### config.mk
export PLATFORM = sky130hd
export DESIGN_NAME = seq_detector_param
export DESIGN_NICKNAME = d
export VERILOG_FILES = /design/src/rtl/seq_detector_param.sv
export SDC_FILE = /design/constraint.sdc
export NUM_CORES = 1
export LEC_CHECK = 0
export BUFFER_PORTS_ARGS = -buffer_cell sky130_fd_sc_hd__buf_2
export CAP_MARGIN = 15
export CORE_MARGIN = 1
export CORE_UTILIZATION = 35
export CTS_BUF_LIST = sky130_fd_sc_hd__clkbuf_2
export DETAILED_ROUTE_END_ITERATION = 7
export PLACE_DENSITY = 0.59
export SETUP_SLACK_MARGIN = 0.1
export SKIP_LAST_GASP = 1
export SYNTH_ARGS = -nofsm -noshare
export SYNTH_HDL_FRONTEND = slang
export SYNTH_SLANG_ARGS = --single-unit
### constraint.sdc
create_clock -name clk -period 4.4 [get_ports clk]
set_clock_uncertainty 0.1 [all_clocks]
set_input_delay 0.88 -clock clk [delete_from_list [all_inputs] [get_ports clk]]
set_output_delay 0.88 -clock clk [all_outputs]
set_load 0.05 [all_outputs]
### src/rtl/seq_detector_param.sv
// ---------------------------------------------------------------------------
// seq_detector_param
//
// Serial bit-pattern detector with a runtime-loadable PAT_W-bit pattern.
// A qualified serial stream is shifted into a history register. A match
// pulse is raised when the most recent PAT_W accepted bits equal the
// pattern. The output can be combinational (Mealy) or registered (Moore).
// Matches can be overlapping, or the history can restart after each match.
// A saturating counter tracks the number of matches.
//
// Ports:
//   clk          system clock, all state on the rising edge
//   rst          asynchronous active-high reset
//   cfg_load     one-cycle strobe: latch cfg_*, clear history/fill/count
//   cfg_pattern  new pattern, bit [PAT_W-1] is the first bit received
//   cfg_overlap  1 = overlapping matches, 0 = restart after a match
//   cfg_moore    1 = registered output, 0 = combinational output
//   in_valid     qualifies in_bit
//   in_bit       serial data bit
//   out_bit      one-cycle match pulse
//   match_cnt    saturating match count since reset/cfg_load
//   cnt_sat      high while match_cnt is at its maximum value
// ---------------------------------------------------------------------------
module seq_detector_param #(
    parameter int               PAT_W   = 4,
    parameter logic [PAT_W-1:0] PATTERN = 4'b1011,
    parameter int               CNT_W   = 8
) (
    input  logic             clk,
    input  logic             rst,
    input  logic             cfg_load,
    input  logic [PAT_W-1:0] cfg_pattern,
    input  logic             cfg_overlap,
    input  logic             cfg_moore,
    input  logic             in_valid,
    input  logic             in_bit,
    output logic             out_bit,
    output logic [CNT_W-1:0] match_cnt,
    output logic             cnt_sat
);

    localparam int               FILL_W    = $clog2(PAT_W + 1);
    localparam logic [FILL_W-1:0] FILL_FULL = FILL_W'(PAT_W);

    typedef enum logic [0:0] {
        FILLING = 1'b0,
        ARMED   = 1'b1
    } state_t;

    // Saturating increment: holds at the all-ones value.
    function automatic logic [CNT_W-1:0] sat_inc(input logic [CNT_W-1:0] val);
        logic [CNT_W-1:0] res;
        if (&val) begin
            res = val;
        end else begin
            res = val + CNT_W'(1);
        end
        return res;
    endfunction

    state_t            state_r;
    state_t            state_nxt_s;
    logic [PAT_W-1:0]  pat_r;
    logic              overlap_r;
    logic              moore_r;
    logic [PAT_W-1:0]  hist_r;
    logic [FILL_W-1:0] fill_r;
    logic [CNT_W-1:0]  match_cnt_r;
    logic              moore_q_r;

    logic              accept_s;
    logic [PAT_W-1:0]  shift_hist_s;
    logic [FILL_W-1:0] shift_fill_s;
    logic              hit_s;
    logic [PAT_W-1:0]  hist_nxt_s;
    logic [FILL_W-1:0] fill_nxt_s;
    logic [CNT_W-1:0]  cnt_nxt_s;
    logic [PAT_W-1:0]  pat_nxt_s;
    logic              overlap_nxt_s;
    logic              moore_nxt_s;

    // Hit detection: candidate history and fill level for an accepted bit.
    always_comb begin
        accept_s     = in_valid & ~cfg_load;
        shift_hist_s = {hist_r[PAT_W-2:0], in_bit};
        // Once ARMED the fill level is saturated at PAT_W.
        if (state_r == ARMED) begin
            shift_fill_s = FILL_FULL;
        end else begin
            shift_fill_s = fill_r + FILL_W'(1);
        end
        hit_s = accept_s & (shift_fill_s == FILL_FULL) & (shift_hist_s == pat_r);
    end

    // Next-state logic for the fill FSM, history, counter and configuration.
    always_comb begin
        state_nxt_s   = state_r;
        hist_nxt_s    = hist_r;
        fill_nxt_s    = fill_r;
        cnt_nxt_s     = match_cnt_r;
        pat_nxt_s     = pat_r;
        overlap_nxt_s = overlap_r;
        moore_nxt_s   = moore_r;
        if (cfg_load) begin
            state_nxt_s   = FILLING;
            hist_nxt_s    = {PAT_W{1'b0}};
            fill_nxt_s    = {FILL_W{1'b0}};
            cnt_nxt_s     = {CNT_W{1'b0}};
            pat_nxt_s     = cfg_pattern;
            overlap_nxt_s = cfg_overlap;
            moore_nxt_s   = cfg_moore;
        end else if (accept_s) begin
            hist_nxt_s = shift_hist_s;
            case (state_r)
                FILLING, ARMED: begin
                    if (hit_s && !overlap_r) begin
                        // Non-overlapping: old bits may not contribute to the next match.
                        state_nxt_s = FILLING;
                        fill_nxt_s  = {FILL_W{1'b0}};
                    end else if (shift_fill_s == FILL_FULL) begin
                        state_nxt_s = ARMED;
                        fill_nxt_s  = FILL_FULL;
                    end else begin
                        state_nxt_s = FILLING;
                        fill_nxt_s  = shift_fill_s;
                    end
                end
                default: begin
                    state_nxt_s = FILLING;
                    fill_nxt_s  = {FILL_W{1'b0}};
                end
            endcase
            if (hit_s) begin
                cnt_nxt_s = sat_inc(match_cnt_r);
            end else begin
                cnt_nxt_s = match_cnt_r;
            end
        end else begin
            state_nxt_s = state_r;
        end
    end

    // State register with asynchronous reset.
    always_ff @(posedge clk or posedge rst) begin
        if (rst) begin
            state_r     <= FILLING;
            pat_r       <= PATTERN;
            overlap_r   <= 1'b1;
            moore_r     <= 1'b0;
            hist_r      <= {PAT_W{1'b0}};
            fill_r      <= {FILL_W{1'b0}};
            match_cnt_r <= {CNT_W{1'b0}};
            moore_q_r   <= 1'b0;
        end else begin
            state_r     <= state_nxt_s;
            pat_r       <= pat_nxt_s;
            overlap_r   <= overlap_nxt_s;
            moore_r     <= moore_nxt_s;
            hist_r      <= hist_nxt_s;
            fill_r      <= fill_nxt_s;
            match_cnt_r <= cnt_nxt_s;
            // hit_s is already 0 during cfg_load, so this also clears on load.
            moore_q_r   <= hit_s;
        end
    end

    // Output logic: Mealy or Moore match pulse, count and saturation flag.
    always_comb begin
        if (rst) begin
            out_bit = 1'b0;
        end else if (moore_r) begin
            out_bit = moore_q_r;
        end else begin
            out_bit = hit_s;
        end
        match_cnt = match_cnt_r;
        cnt_sat   = &match_cnt_r;
    end

endmodule

==> results of run 1 <==
path summary, 6_finish.rpt:
check | startpoint | endpoint | cells past startpoint
worst max-delay path | cfg_load | out_bit | 7
worst min-delay path | fill_r[1] | fill_r[1] | 2
worst max register to register | fill_r[0] | match_cnt[3] | 6
worst min register to register | fill_r[1] | fill_r[1] | 2
max in group asynchronous | rst | match_cnt[4] | 2
min in group asynchronous | rst | moore_r | 2
kinds of logic after synthesis:
family                     after synthesis  share of synthesized area
and+or+nand+nor                         33                      0.158
AOI/OAI and AO/OA                       23                      0.125
DFF                                     22                      0.496
buffers and inverters                   11                     0.0435
muxes                                   10                     0.0960
xor gates and xnor gates                 5                     0.0592
adders and majority gates                2                     0.0223
state kept, by name (all words and copies together) (netlist names):
signal,count
fill_r,3
overlap_r,1
pat_r,4
match_cnt,8
state_r,1
moore_q_r,1
hist_r,3
moore_r,1
power breakdown:
group | internal, W | leakage (nW) | switching, W
clock network | 0.0000784 | 0.0266 | 0.0000622
logic | 0.0000188 | 0.263 | 0.0000196
registers | 0.000213 | 0.287 | 0.00000684
total | 0.000310 | 0.576 | 0.0000886
cells in the final DEF (no fill, tap or decap), types with 2 or more instances in the layout:
cell	Yosys	final
and2b_1	2	2
nand2_1	5	5
dfrtp_1	18	18
clkbuf_2	0	3
mux2_2	6	6
xnor2_2	3	3
a31oi_1	2	2
mux2i_1	4	4
nand3_1	6	6
buf_2	0	20
ha_1	2	2
o21ai_0	5	5
a21oi_1	8	8
nor2_1	7	7
or4_1	5	5
inv_1	7	7
o31ai_1	4	4
nor3_1	5	5
dfstp_2	4	4
stage by stage:
stage / hold WS, ns / cells
2_1_floorplan: 0.402 / 106
3_3_place_gp: 0.418 / 166
3_5_place_dp: 0.433 / 166
4_1_cts: 0.465 / 170
5_1_grt: 0.495 / 170
6_report: 0.462 / 170
layout make-up:
class,count,area [um2]
Tap cell,44,55.1
Inverter,7,26.3
Sequential cell,22,556
Clock inverter,1,30.0
Timing Repair Buffer,20,100
Fill cell,313,1750
Clock buffer,3,15.0
Multi-Input combinational cell,73,517
per-layer routing:
metal	routed length (um)	GRT usage	vias up
met1	1010	0.185	428
met4	24	0.0510	0
met3	27	0.0264	2
li1	-	-	424
met2	1080	0.255	9
met5	0	0	-
tightest hold or removal path: stages (launching register included):
cell and delay, ns:
dfrtp_1 0.44, nand2_1 0.06, a21oi_1 0.06
cell usage after synthesis:
master     number
dfrtp_1        18
a21oi_1         8
inv_1           7
nor2_1          7
mux2_2          6
nand3_1         6
nand2_1         5
nor3_1          5
o21ai_0         5
or4_1           5
dfstp_2         4
mux2i_1         4
o31ai_1         4
clkbuf_1        3
xnor2_2         3
a31oi_1         2
and2b_1         2
ha_1            2
a22oi_1         1
buf_6           1
nand3b_1        1
nand4_1         1
o2111ai_1       1
o211ai_1        1
o32ai_1         1
or4_4           1
xnor2_1         1
xor2_1          1
==> flow_metrics.env, run 1 <==
export IMPL_final_cell_area_um2=1300
export IMPL_cp_start_kind="input port"
export IMPL_power_w=0.000399
export IMPL_cap_violations=0
export IMPL_drt_iter0_drc=13
export IMPL_place_ws_ns=1.37
export IMPL_synth_area_leader_cell="dfrtp_1"
export IMPL_coreArea_um2=3050
export IMPL_finalCriticalPeriod_ns=3.04
export IMPL_pin_count=21
export IMPL_die_x_um=58.6
export IMPL_dr_pass1_iters=4
export IMPL_cts_num_sinks=22
export IMPL_maxSlewViolCount=0
export IMPL_rows=20
export IMPL_via_per_inst=5.08
export IMPL_area_growth_synth_to_final_pct=15.8
export IMPL_critical_path_max_stage_delay_ns=0.26
export IMPL_syn_avg_cell_area_um2=10.6
export IMPL_placed_area_um2=1250
export IMPL_drive_above_1_share=0.302
export IMPL_antenna_found_initial=0
export IMPL_crit_fanout=20
export IMPL_post_cts_buffers=0
export IMPL_grt_max_degree=23
export IMPL_finalSetupTns_ns=0
export IMPL_clock_path_buffers=2
export IMPL_nets=140
export IMPL_worst_path_buf_inv=2
export IMPL_worst_pin_slew_ns=0.850
export IMPL_synth_cells=106
export IMPL_worst_slack_ns=1.36
export IMPL_insertion_delay_ns=0.32
export IMPL_utilization=0.425
export IMPL_worst_path_most_repeated_cell="buf_2"
export IMPL_die_area_um2=3430
export IMPL_rsz0062_at_grt="no"
export IMPL_die_y_um=58.6
export IMPL_cts_buffers=3
export IMPL_dp_hpwl_um=1580
export IMPL_setup_violations=0
export IMPL_r2r_setup_slack_ns=1.81
export IMPL_slew_headroom=0.433
export IMPL_slowest_stage="and2b_1"
export IMPL_hold_buffers=0
export IMPL_num_antenna_cells=0
export IMPL_fin_crit_sh=0.692
export IMPL_cts_htree_levels=1
export IMPL_cts_tree="done"
export IMPL_io_buffer_count=20
export IMPL_totalWireLength_um=2140
export IMPL_antenna_left=0
export IMPL_synthTopCellsByArea="dfrtp_1 40%, dfstp_2 9.4%, mux2_2 6.0%"
export IMPL_path_class="input port to primary output"
export IMPL_power_density_nw_per_um2=307
export IMPL_max_freq_ghz=0.329
export IMPL_yosysSeqAreaShare=0.496
export IMPL_grt_overflow_total=0
export IMPL_routedWlPerCell_um=12.6
export IMPL_crit_required_ns=3.42
export IMPL_grt_pass1_vias=836
export IMPL_syn_area_um2=1120
export IMPL_synth_distinct_cells=28
export IMPL_grt_use_total=0.147
export IMPL_worstPathCellList="buf_2 > and2b_1 > o2111ai_1 > nor3_1 > a21oi_1 > nor2_1 > buf_2"
export IMPL_cts_resized=0
export IMPL_vdd_drop_max_uv=125
export IMPL_leakage_nw=0.576
export IMPL_cts_root_buf="clkbuf_2"
export IMPL_cp_arrival_ns=2.06
export IMPL_gp_congestion=0.814
export IMPL_yosys_warnings=0
export IMPL_synth_fp_nets=119
export IMPL_synth_seq_cells=22
export IMPL_grt_pass1_wl_um=3820
export IMPL_drc=0
export IMPL_synth_top_area_frac=0.402
export IMPL_critPathTopFamily="buffers and inverters"
export IMPL_run_status="finished clean"
export IMPL_hold_viol=0
export IMPL_hp_class="flip-flop to flip-flop"
export IMPL_clk_pin_slew_ns=0.20
export IMPL_end_kind="primary output"
export IMPL_initial_core_util=0.367
export IMPL_vias=863
Power figures use the tool's default switching activity.
==> run 2, diff against run 1 <==
==> constraint.sdc (replaced) <==
create_clock -name clk -period 3 [get_ports clk]
set_clock_uncertainty 0.1 [all_clocks]
set_input_delay 0.6 -clock clk [delete_from_list [all_inputs] [get_ports clk]]
set_output_delay 0.6 -clock clk [all_outputs]
set_load 0.05 [all_outputs]
==> run 2 against run 1 <==
  * Clock-buffer cell count stayed put
  * First-iteration DRC count is 120% higher
  * Utilization is 0.61 points lower
  * Register-to-register slack worse by 1.4 ns
==> flow_metrics.env, run 2 (synthesis gave the netlist of run 1 again) <==
export IMPL_run_status="finished clean"
export IMPL_end_kind="primary output"
export IMPL_dr_wl_met2_um=1110
export IMPL_dr_max_layer_used="met4"
export IMPL_cap_violations=0
export IMPL_via_per_inst=5.19
export IMPL_place_ws_ns=0.475
export IMPL_clock_path_buffers=2
export IMPL_grt_pass1_wl_um=4060
export IMPL_wl_met1_um=1060
export IMPL_hold_buffers=0
export IMPL_cts_tree="done"
export IMPL_area_growth_synth_to_final_pct=14.2
export IMPL_grt_use_total=0.156
export IMPL_vias=887
export IMPL_layout_common_cells="20 x buf_2, 18 x dfrtp_1, 8 x a21oi_1"
export IMPL_antenna_left=0
export IMPL_leakage_nw=0.568
export IMPL_cp_arrival_ns=2.03
export IMPL_routedWlPerCell_um=13.2
export IMPL_cts_resized=0
export IMPL_worstPathCellList="ha_1 > and2b_1 > o2111ai_1 > nor3_1 > a21oi_1 > nor2_1 > buf_2"
export IMPL_finalCriticalPeriod_ns=2.73
export IMPL_coreArea_um2=3050
export IMPL_totalWireLength_um=2260
export IMPL_drt_iter0_drc=28
export IMPL_crit_fanout=4
export IMPL_vdd_drop_max_uv=137
export IMPL_nets=141
export IMPL_largest_register_ffs=8
export IMPL_worst_slack_ns=0.275
export IMPL_num_antenna_cells=0
export IMPL_grt_pass1_vias=909
export IMPL_path_class="flip-flop to primary output"
export IMPL_cts_num_sinks=22
export IMPL_met3_length_um=52
export IMPL_cp_start_kind="flip-flop"
export IMPL_die_x_um=58.6
export IMPL_critical_path_max_stage_delay_ns=0.46
export IMPL_hold_viol=0
export IMPL_power_density_nw_per_um2=392
export IMPL_utilization=0.419
export IMPL_dr_pass1_iters=4
export IMPL_critPathTopFamily="simple AND/OR/NAND/NOR gates"
export IMPL_antenna_found_initial=0
export IMPL_pin_count=21
export IMPL_io_buffer_count=20
export IMPL_drc=0
export IMPL_initial_core_util=0.367
export IMPL_finalSetupTns_ns=0
export IMPL_post_cts_buffers=0
export IMPL_insertion_delay_ns=0.34
export IMPL_rows=20
export IMPL_cts_buffers=3
export IMPL_rsz0062_at_grt="no"
export IMPL_grt_max_degree=23
export IMPL_maxSlewViolCount=0
export IMPL_worst_pin_slew_ns=0.854
export IMPL_slowest_stage="dfrtp_1"
export IMPL_cts_htree_levels=1
export IMPL_max_freq_ghz=0.367
export IMPL_crit_required_ns=2.30
export IMPL_finalHoldWorstSlack_ns=0.300
export IMPL_die_area_um2=3430
export IMPL_layout_commonest_cell="buf_2"
export IMPL_slew_headroom=0.430
export IMPL_die_y_um=58.6
export IMPL_hp_class="input port to asynchronous set/reset pin"
export IMPL_fin_crit_sh=0.909
export IMPL_clk_pin_slew_ns=0.22
export IMPL_dp_hpwl_um=1660
export IMPL_worst_path_buf_inv=1
export IMPL_cts_root_buf="clkbuf_2"
export IMPL_setup_violations=0
export IMPL_gp_congestion=0.847
export IMPL_drive_above_1_share=0.299
export IMPL_grt_overflow_total=0
==> run 2: area by class of cell <==
type	instances	area (um2)
Fill cell	318	1770
Sequential cell	22	556
Multi-Input combinational cell	73	517
Timing Repair Buffer	21	108
Tap cell	44	55.1
Inverter	7	26.3
Clock buffer	3	15.0
Clock inverter	1	3.75
==> run 2: where the power goes <==
group	internal (W)	switching, W	leakage, nW
clock	0.0000290	0.0000922	0.0140
combinational	0.0000285	0.0000288	0.268
sequential	0.000313	0.0000105	0.287
==> run 2: stage by stage <==
step	area [um2]	power, W	instances
5_1_grt	1280	0.000529	171
6_report	1280	0.000502	171
4_1_cts	1280	0.000507	171
2_1_floorplan	1120	0.000370	106
3_3_place_gp	1260	0.000385	167
3_5_place_dp	1260	0.000387	167
==> run 2: worst register-to-register path: stages (launching register included) <==
cell and delay (ns):
dfrtp_1 0.46, ha_1 0.31, and2b_1 0.24, o21ai_0 0.11, or4_4 0.63, or4_1 0.53, a21oi_1 0.15
==> run 2: path summary, 6_finish.rpt <==
path | startpoint | slack (ns) | cells after the start | to
hold reg to reg | fill_r[1] | 0.46 | 2 | fill_r[1]
setup reg to reg | fill_r[0] | 0.44 | 6 | match_cnt[3]
max in group asynchronous | rst | 1.96 | 2 | hist_r[0]
setup / recovery | fill_r[0] | 0.27 | 7 | out_bit
hold / removal | rst | 0.30 | 2 | fill_r[0]
min in group clk | cfg_pattern[1] | 0.39 | 2 | pat_r[1]
==> run 2: routing by layer <==
metal | up-vias | global-route usage
li1 | 426 | -
met1 | 446 | 0.200
met2 | 11 | 0.259
met3 | 4 | 0.0220
met4 | 0 | 0.0748
met5 | - | 0
